File: src/rtl/des_dec_key_sched.sv
// -----------------------------------------------------------------------------
// des_dec_key_sched
//
// Sequential DES key schedule for the decryption direction. One 64-bit key is
// accepted and the 16 round subkeys are streamed out in reverse order, K16
// first and K1 last. K16 is derived from C16/D16, which equal C0/D0 because
// the encryption left shifts add up to a full 28-bit turn. Each later subkey
// is reached by rotating each half right by that round's encryption shift
// amount, so no subkey store is needed.
//
// Ports
//   clk           system clock, rising-edge active
//   rst           synchronous active-high reset
//   key           DES key, key[63] = DES bit 1 ... key[0] = DES bit 64;
//                 parity bits 8,16,...,64 are never referenced by PC-1
//   key_valid     a key is presented
//   key_ready     block can accept a key (IDLE only)
//   subkey        current round subkey, subkey[47] = PC-2 output bit 1
//   subkey_idx    DES round number of subkey, 16 down to 1
//   subkey_last   high with the round-1 subkey
//   subkey_valid  subkey is valid
//   subkey_ready  consumer accepts the subkey
// -----------------------------------------------------------------------------
module des_dec_key_sched (
   input  logic        clk,
   input  logic        rst,
   input  logic [63:0] key,
   input  logic        key_valid,
   output logic        key_ready,
   output logic [47:0] subkey,
   output logic [4:0]  subkey_idx,
   output logic        subkey_last,
   output logic        subkey_valid,
   input  logic        subkey_ready
);

   typedef enum logic {
      IDLE = 1'b0,
      RUN  = 1'b1
   } state_t;

   // PC-1: entry i names the DES key bit (1..64) that lands in C/D bit i+1.
   localparam int PC1_TBL [56] = '{
      57, 49, 41, 33, 25, 17,  9,
       1, 58, 50, 42, 34, 26, 18,
      10,  2, 59, 51, 43, 35, 27,
      19, 11,  3, 60, 52, 44, 36,
      63, 55, 47, 39, 31, 23, 15,
       7, 62, 54, 46, 38, 30, 22,
      14,  6, 61, 53, 45, 37, 29,
      21, 13,  5, 28, 20, 12,  4
   };

   // PC-2: entry j names the C/D bit (1..56) that lands in subkey bit j+1.
   localparam int PC2_TBL [48] = '{
      14, 17, 11, 24,  1,  5,
       3, 28, 15,  6, 21, 10,
      23, 19, 12,  4, 26,  8,
      16,  7, 27, 20, 13,  2,
      41, 52, 31, 37, 47, 55,
      30, 40, 51, 45, 33, 48,
      44, 49, 39, 56, 34, 53,
      46, 42, 50, 36, 29, 32
   };

   // DES numbers bits from the MSB, so DES bit b of an N-bit vector is [N-b].
   function automatic logic [55:0] pc1 (input logic [63:0] k);
      logic [55:0] cd;
      cd = '0;
      for (int i = 0; i < 56; i++) begin
         cd[6'(55 - i)] = k[6'(64 - PC1_TBL[6'(i)])];
      end
      return cd;
   endfunction

   function automatic logic [47:0] pc2 (input logic [55:0] cd);
      logic [47:0] ks;
      ks = '0;
      for (int j = 0; j < 48; j++) begin
         ks[6'(47 - j)] = cd[6'(56 - PC2_TBL[6'(j)])];
      end
      return ks;
   endfunction

   // Right rotation of one 28-bit half by 1 or 2 places.
   function automatic logic [27:0] ror28 (input logic [27:0] x, input logic by_two);
      return by_two ? {x[1:0], x[27:2]} : {x[0], x[27:1]};
   endfunction

   state_t      state_q, state_d;
   logic [27:0] c_q, c_d;
   logic [27:0] d_q, d_d;
   logic [4:0]  cnt_q, cnt_d;

   logic        handshake;
   logic        rot_by_two;

   // Outputs are pure functions of the registers; after reset C = D = 0 makes
   // subkey read 0 without any extra gating.
   assign key_ready    = (state_q == IDLE);
   assign subkey_valid = (state_q == RUN);
   assign subkey_idx   = cnt_q;
   assign subkey       = pc2({c_q, d_q});
   assign subkey_last  = subkey_valid && (cnt_q == 5'd1);

   assign handshake    = subkey_valid && subkey_ready;

   // Leaving round cnt undoes that round's encryption left shift: rounds 16,
   // 9 and 2 shifted by one place, every other round by two. Round 1's shift
   // is never undone, so the sequence ends on C1/D1.
   assign rot_by_two   = !((cnt_q == 5'd16) || (cnt_q == 5'd9) || (cnt_q == 5'd2));

   always_comb begin
      // NOTE: every _d signal holds its register value unless a branch below
      // overrides it, so no path through this block can infer a latch.
      state_d = state_q;
      c_d     = c_q;
      d_d     = d_q;
      cnt_d   = cnt_q;

      unique case (state_q)
         IDLE: begin
            if (key_valid && key_ready) begin
               {c_d, d_d} = pc1(key);
               cnt_d      = 5'd16;
               state_d    = RUN;
            end
         end

         RUN: begin
            // key_valid is deliberately not looked at here.
            if (handshake) begin
               if (cnt_q == 5'd1) begin
                  state_d = IDLE;
                  c_d     = '0;
                  d_d     = '0;
                  cnt_d   = '0;
               end else begin
                  c_d   = ror28(c_q, rot_by_two);
                  d_d   = ror28(d_q, rot_by_two);
                  cnt_d = cnt_q - 5'd1;
               end
            end
         end

         default: begin
            state_d = IDLE;
         end
      endcase
   end

   // NOTE: state uses non-blocking assignments so every flop samples its _d
   // value from before the edge, independent of statement order.
   always_ff @(posedge clk) begin
      if (rst) begin
         state_q <= IDLE;
         c_q     <= '0;
         d_q     <= '0;
         cnt_q   <= '0;
      end else begin
         state_q <= state_d;
         c_q     <= c_d;
         d_q     <= d_d;
         cnt_q   <= cnt_d;
      end
   end

endmodule

File: config.mk
export PLATFORM = sky130hd
export DESIGN_NAME = des_dec_key_sched
export DESIGN_NICKNAME = d
export VERILOG_FILES = /design/src/rtl/des_dec_key_sched.sv
export SDC_FILE = /design/constraint.sdc
export NUM_CORES = 1
export LEC_CHECK = 0
export BUFFER_PORTS_ARGS = -buffer_cell sky130_fd_sc_hd__buf_2
export CORE_ASPECT_RATIO = 1.5
export CORE_MARGIN = 10
export CORE_UTILIZATION = 50
export CTS_CLUSTER_SIZE = 12
export DETAILED_ROUTE_END_ITERATION = 7
export GPL_TIMING_DRIVEN = 0
export HOLD_SLACK_MARGIN = 0.06
export PLACE_DENSITY = 0.83
export SYNTH_ARGS = -nofsm -noshare
export SYNTH_HDL_FRONTEND = slang
export SYNTH_SLANG_ARGS = --single-unit
File: constraint.sdc
create_clock -name clk -period 2.55 [get_ports clk]
set_input_delay 0.51 -clock clk [delete_from_list [all_inputs] [get_ports clk]]
set_output_delay 0.51 -clock clk [all_outputs]
set_load 0.05 [all_outputs]
# Word level (Yosys, flattened, before mapping)
# Cells that the tools add are included.
[classes]
n_mux = 18
bitwise_logic = 1
eq_ne = 6
reduce_logical = 6
addsub = 1
[op_table]
columns = ["op", "count"]
rows = [
  ["$mux W28", 8],
  ["$pmux W28 S2", 2],
  ["$mux W5", 3],
  ["$pmux W5 S2", 1],
  ["$eq A5 B1 Y1 const B", 1],
  ["$eq A5 B2 Y1 const B", 1],
  ["$eq A5 B4 Y1 const B", 1],
  ["$eq A5 B5 Y1 const B", 1],
  ["$sub A5 B1 Y5 const B", 1],
  ["$ne A2 B1 Y1 const B", 2],
  ["$logic_and A1 B1 Y1", 3],
  ["$mux W1", 3],
  ["$logic_or A1 B1 Y1", 2],
  ["$pmux W1 S2", 1],
  ["$reduce_and A2 Y1", 1],
  ["$not A1 Y1", 1],
]
[totals]
output_inout_bits = 56
input_bits = 68
reg_bits = 62
elab_cells = 36

# Logic depth before layout (Yosys ltp)
[logic_depth]
depth_word = 7
ltp_mapped = 9
depth_no_buf = 6

# Least setup slack after synthesis
# OpenSTA, ideal clock, no wires.
[synth_timing]
kind = "reg2reg"
startpoint = "reg cnt_q[0] (netlist: subkey_idx[0])"
endpoint = "reg c_q[3]"
stages_incl_launch_ff = 9
setup_ns = 0.122
arrival_ns = 2.205
n_path_buf = 2
t_required_ns = 2.428
path_slack_ns = 0.223
synth_period_minus_slack_ns = 2.327
cell_sequence = "dfxtp_1 -> inv_1 -> ha_1 -> mux2_4 -> or2_1 -> buf_2 -> buf_2 -> a311oi_1 -> nor2_1"
[synth_via]
elab_chain_len = 7
word_cells_on_any_way = 10
classes_between = "eq/ne: 4; mux: 4; reduce/logical: 2"
[synth_rtl]
columns = ["item", "line_no", "text"]
rows = [
  ["from (decl)", "93", "logic [4:0] cnt_q, cnt_d;"],
  ["from (signal assigned)", "164", "cnt_q <= cnt_d;"],
  ["$eq A5 B5 Y1 or $eq A5 B4 Y1 (tied branches)", "111", "assign rot_by_two = !((cnt_q == 5'd16) || (cnt_q == 5'd9) || (cnt_q == 5'd2));"],
  ["$logic_or A1 B1 Y1 (2 in a row)", "111", ""],
  ["$mux W28", "87", "return by_two ? {x[1:0], x[27:2]} : {x[0], x[27:1]};"],
  ["$mux W28 *", "133", "if (cnt_q == 5'd1) begin"],
  ["$mux W28 *", "132", "if (handshake) begin"],
  ["$pmux W28 S2 *", "121", "unique case (state_q)"],
  ["to (signal assigned)", "157", "c_q <= '0;"],
  ["to (signal assigned)", "162", "c_q <= c_d;"],
  ["to (decl)", "91", "logic [27:0] c_q, c_d;"],
]
# Every way passes the cells marked *; elsewhere a longest branch is shown, timed or not. The select of a mux whose other input is x is not followed.
# A chain may end at the register's enable or synchronous reset.

# Worst setup path after layout
[layout_timing]
startpoint = "reg cnt_q[0] (netlist: subkey_idx[0])"
endpoint = "out subkey_last"
[layout_via]
elab_chain_len = 2
[layout_rtl]
columns = ["item", "line_no", "text"]
rows = [
  ["$eq A5 B1 Y1", "104", "assign subkey_last = subkey_valid && (cnt_q == 5'd1);"],
  ["$logic_and A1 B1 Y1", "104", ""],
  ["to (decl)", "32", "output logic subkey_last,"],
]
# Every way passes these cells.

==> results.toml <==
[run_status]
outcome = "complete, no violations"

[pwr]
vdd_ir_drop_max_uv = 317
p_leak_nw = 1.63
cellPowerDensity_nw_per_um2 = 603

[floorplan]
die_h_um = 122
pin_count = 124
floorplan.die_area_um2 = 10800
start_util = 0.510
core.rowCount = 37
fp.dieW_um = 88.2
core_area_um2 = 6850

[critical_path]
timing.setup.critical_path_class = "flop to output pin"
worst_setup_path_endpoint = "subkey_last"
timing.critical_path.slowest_cell_delay_ns = 0.42
crit_path_cell_trace = "ha_1, nor4b_4, and2_1, buf_2"
worst-path-max-fanout = 6
cp.arrival_ns = 1.86
slowest_stage = "sky130_fd_sc_hd__dfxtp_1"
worstSetupStartpointType = "flop"
timing.rr.start = "subkey_idx[1]"
worst_setup_path_end_kind = "output pin"
r2r_cells = 8
r2r_setup_slack_ns = 0.26
reg2reg_to = "d_q[20]"
crit_path_start = "subkey_idx[0]"
crit_required_ns = 2.04

[yosys]
synth-seq-cells = 62
ys_seq_area_frac = 0.355
synth-adder-area-share = 0.0107
dominant_combinational_cell_family_by_area_after_synthesis = "simple AND/OR/NAND/NOR gates"
yosys_warnings = 0
synth_compound_gate_area_share = 0.204
muxShareOfSynthArea = 0.0133
area_share_of_and_or_nand_nor_cells_after_synthesis = 0.247
synth_cells = 436
synth-xor-area-share = 0
syn-mean-instance-area_um2 = 8.01
summed_instance_area_of_the_synthesized_netlist_um2 = 3490
synth_cell_types = 35

[global_routing]
grt_max_degree = 12
globalRouteMet3Util = 0.0398
global_route.usage.met2 = 0.274
grt_pass1_wl_um = 13900
globalRoute.totalOverflow = 0
antenna_found_initial = 0
groute.usage.overall = 0.155
grt_busiest_layer = "met2"
number_of_global_route_vias_before_repair = 3217
met1_usage = 0.162

[routing]
first_iter_violations = 224
drt_pre_antenna_iters = 5
drc_errors = 0
drt.antenna.violating_nets = 0
num_vias = 3292
routed_wirelength_um = 8510
avgViaCountPerCell = 5.52
detail_route.wl_per_cell_um = 14.3

[finish]
nets = 584
layout_commonest_cell = "sky130_fd_sc_hd__nand2_1"
layout_common_cells = "sky130_fd_sc_hd__nand2_1 (98), sky130_fd_sc_hd__dfxtp_1 (62), sky130_fd_sc_hd__nand4_1 (50)"
final_layout_size_suffix_gt1_frac = 0.236
area_added_between_synthesis_and_finish_pct = 16.4
insertedDiodeCount = 0

[cts]
cts-resized-gates = 0
clock_sinks = 62
tritoncts = "yes"
bufs_on_longest_clock_path = 2
cts.htree.levels = 3
cts_hold_buffers = 0
cts_bufs_inserted = 9
cts.reportedPaths.clkPinSlew_ns = 0.07
post-cts-setup-buffer-count = 0
ctsRootBufferMaster = "sky130_fd_sc_hd__clkbuf_8"
worstSkewPairLatency_ns = 0.34

[sta]
whs_ns = 0.419
fin_worst_skew_ns = 0.00587
max_freq_mhz = 423
min_period_ns = 2.37
timing.final.hold_violations = 0
timing.setup.tns_ns = 0
max-slew-margin-rel = 0.258
grt_setup_unrepaired = "false"
setup_viol = 0
actual_transition_at_the_worst_max_transition_pin_ns = 1.10
timing_max_transition_violations_final = 0
min_period_over_period = 0.928

[worst_hold_path]
worstHoldStart = "subkey_ready"
hold_path_class = "input pin to flop"

[run]
maxCapViolations = 0

[place]
hpwlAfterDp_um = 6300
io_buffer_count = 29
gp_routability_congestion = 0.859
==> metal layers <==
metal | part of all wire | vias up
li1 | - | 1624
met1 | 0.40 | 1522
met4 | 0.021 | 0
met3 | 0.075 | 15
met2 | 0.50 | 131
met5 | 0 | -
==> flip-flops by register name, indices dropped and copies added, names as in the netlist <==
register / flops
subkey_valid: 1
c_q: 28
subkey_idx: 5
d_q: 28
==> per-stage QoR <==
| stage | util | cells | power (mW) | setup WS [ns] | area (µm²) |
|---|---|---|---|---|---|
| 6_report | 0.593 | 596 | 2.45 | 0.184 | 4060 |
| 2_1_floorplan | - | 473 | 1.51 | 0.223 | 3630 |
| 3_3_place_gp | 0.565 | 580 | 1.61 | 0.342 | 3870 |
| 4_1_cts | 0.593 | 596 | 2.45 | 0.155 | 4060 |
| 3_5_place_dp | 0.565 | 580 | 1.62 | 0.320 | 3870 |
| 5_1_grt | 0.593 | 596 | 2.55 | 0.0695 | 4060 |
==> cell usage after synthesis <==
cell | count | share of area
sky130_fd_sc_hd__o21a_1 | 7 | 0.015
sky130_fd_sc_hd__and2_1 | 3 | 0.0054
sky130_fd_sc_hd__nor3_2 | 1 | 0.0029
sky130_fd_sc_hd__buf_4 | 48 | 0.10
sky130_fd_sc_hd__nor2b_1 | 1 | 0.0018
sky130_fd_sc_hd__or2_1 | 1 | 0.0018
sky130_fd_sc_hd__nand4_1 | 50 | 0.090
sky130_fd_sc_hd__a31oi_1 | 1 | 0.0018
sky130_fd_sc_hd__clkbuf_1 | 17 | 0.018
sky130_fd_sc_hd__or2_2 | 1 | 0.0018
sky130_fd_sc_hd__nor2_1 | 16 | 0.017
sky130_fd_sc_hd__a41oi_1 | 1 | 0.0025
sky130_fd_sc_hd__dfxtp_1 | 62 | 0.36
sky130_fd_sc_hd__o221ai_1 | 8 | 0.020
sky130_fd_sc_hd__mux2_4 | 1 | 0.0043
sky130_fd_sc_hd__nor3_1 | 4 | 0.0057
sky130_fd_sc_hd__a311oi_1 | 7 | 0.018
sky130_fd_sc_hd__buf_6 | 3 | 0.0097
sky130_fd_sc_hd__inv_1 | 11 | 0.012
sky130_fd_sc_hd__mux2_2 | 1 | 0.0032
sky130_fd_sc_hd__a32oi_1 | 1 | 0.0025
sky130_fd_sc_hd__mux2i_1 | 2 | 0.0057
sky130_fd_sc_hd__o211a_1 | 2 | 0.0057
sky130_fd_sc_hd__o211ai_1 | 38 | 0.082
sky130_fd_sc_hd__conb_1 | 1 | 0.0011
sky130_fd_sc_hd__a211oi_1 | 6 | 0.013
sky130_fd_sc_hd__ha_1 | 3 | 0.011
sky130_fd_sc_hd__buf_2 | 12 | 0.017
sky130_fd_sc_hd__nand2b_1 | 3 | 0.0054
sky130_fd_sc_hd__o211ai_2 | 10 | 0.036
sky130_fd_sc_hd__nor4bb_1 | 1 | 0.0029
sky130_fd_sc_hd__a21oi_1 | 6 | 0.0086
sky130_fd_sc_hd__nand2_1 | 98 | 0.11
sky130_fd_sc_hd__nor4b_4 | 1 | 0.0068
sky130_fd_sc_hd__buf_1 | 8 | 0.0086
==> worst min-delay path by stage <==
stage,to,slack [ns],depth (start not counted)
detailed placement,d_q[0],0.48,2
global placement,d_q[0],0.47,2
finish,subkey_valid,0.42,2
global route,subkey_valid,0.42,2
CTS,subkey_valid,0.41,2
floorplan,d_q[0],0.45,2
==> power breakdown <==
group / internal (mW) / leakage (nW) / switching, mW / total, mW
clock network: 0.448 / 0.0883 / 0.396 / 0.844
registers: 0.988 / 0.502 / 0.0195 / 1.01
logic: 0.157 / 1.04 / 0.444 / 0.600
total: 1.59 / 1.63 / 0.859 / 2.45
==> cell type report <==
| cell class | count | area, µm² |
|---|---|---|
| Buffer | 88 | 548 |
| Clock buffer | 10 | 128 |
| Clock inverter | 6 | 62.6 |
| Fill cell | 634 | 2790 |
| Inverter | 11 | 41.3 |
| Multi-Input combinational cell | 312 | 1800 |
| Sequential cell | 62 | 1240 |
| Tap cell | 78 | 97.6 |
| Timing Repair Buffer | 29 | 145 |
==> worst max-delay path, delay by kind of cell (launching register included) <==
kind	cells	cell delay, ns
buf+inv	1	0.26
flops	1	0.42
fa+ha+maj	1	0.27
simple gates	2	0.57
==> kinds of logic (layout without fill, tap and decap cells) <==
| kind of cell | Yosys count | in the layout |
|---|---|---|
| adder cells (fa/ha/maj) | 3 | 3 |
| buffers and inverters | 99 | 144 |
| AO/OA/AOI/OAI | 87 | 87 |
| AND/OR/NAND/NOR | 180 | 180 |
| other | 1 | 38 |
| flip-flops | 62 | 62 |
| multiplexers | 4 | 4 |
Power figures use the tool's default switching activity.
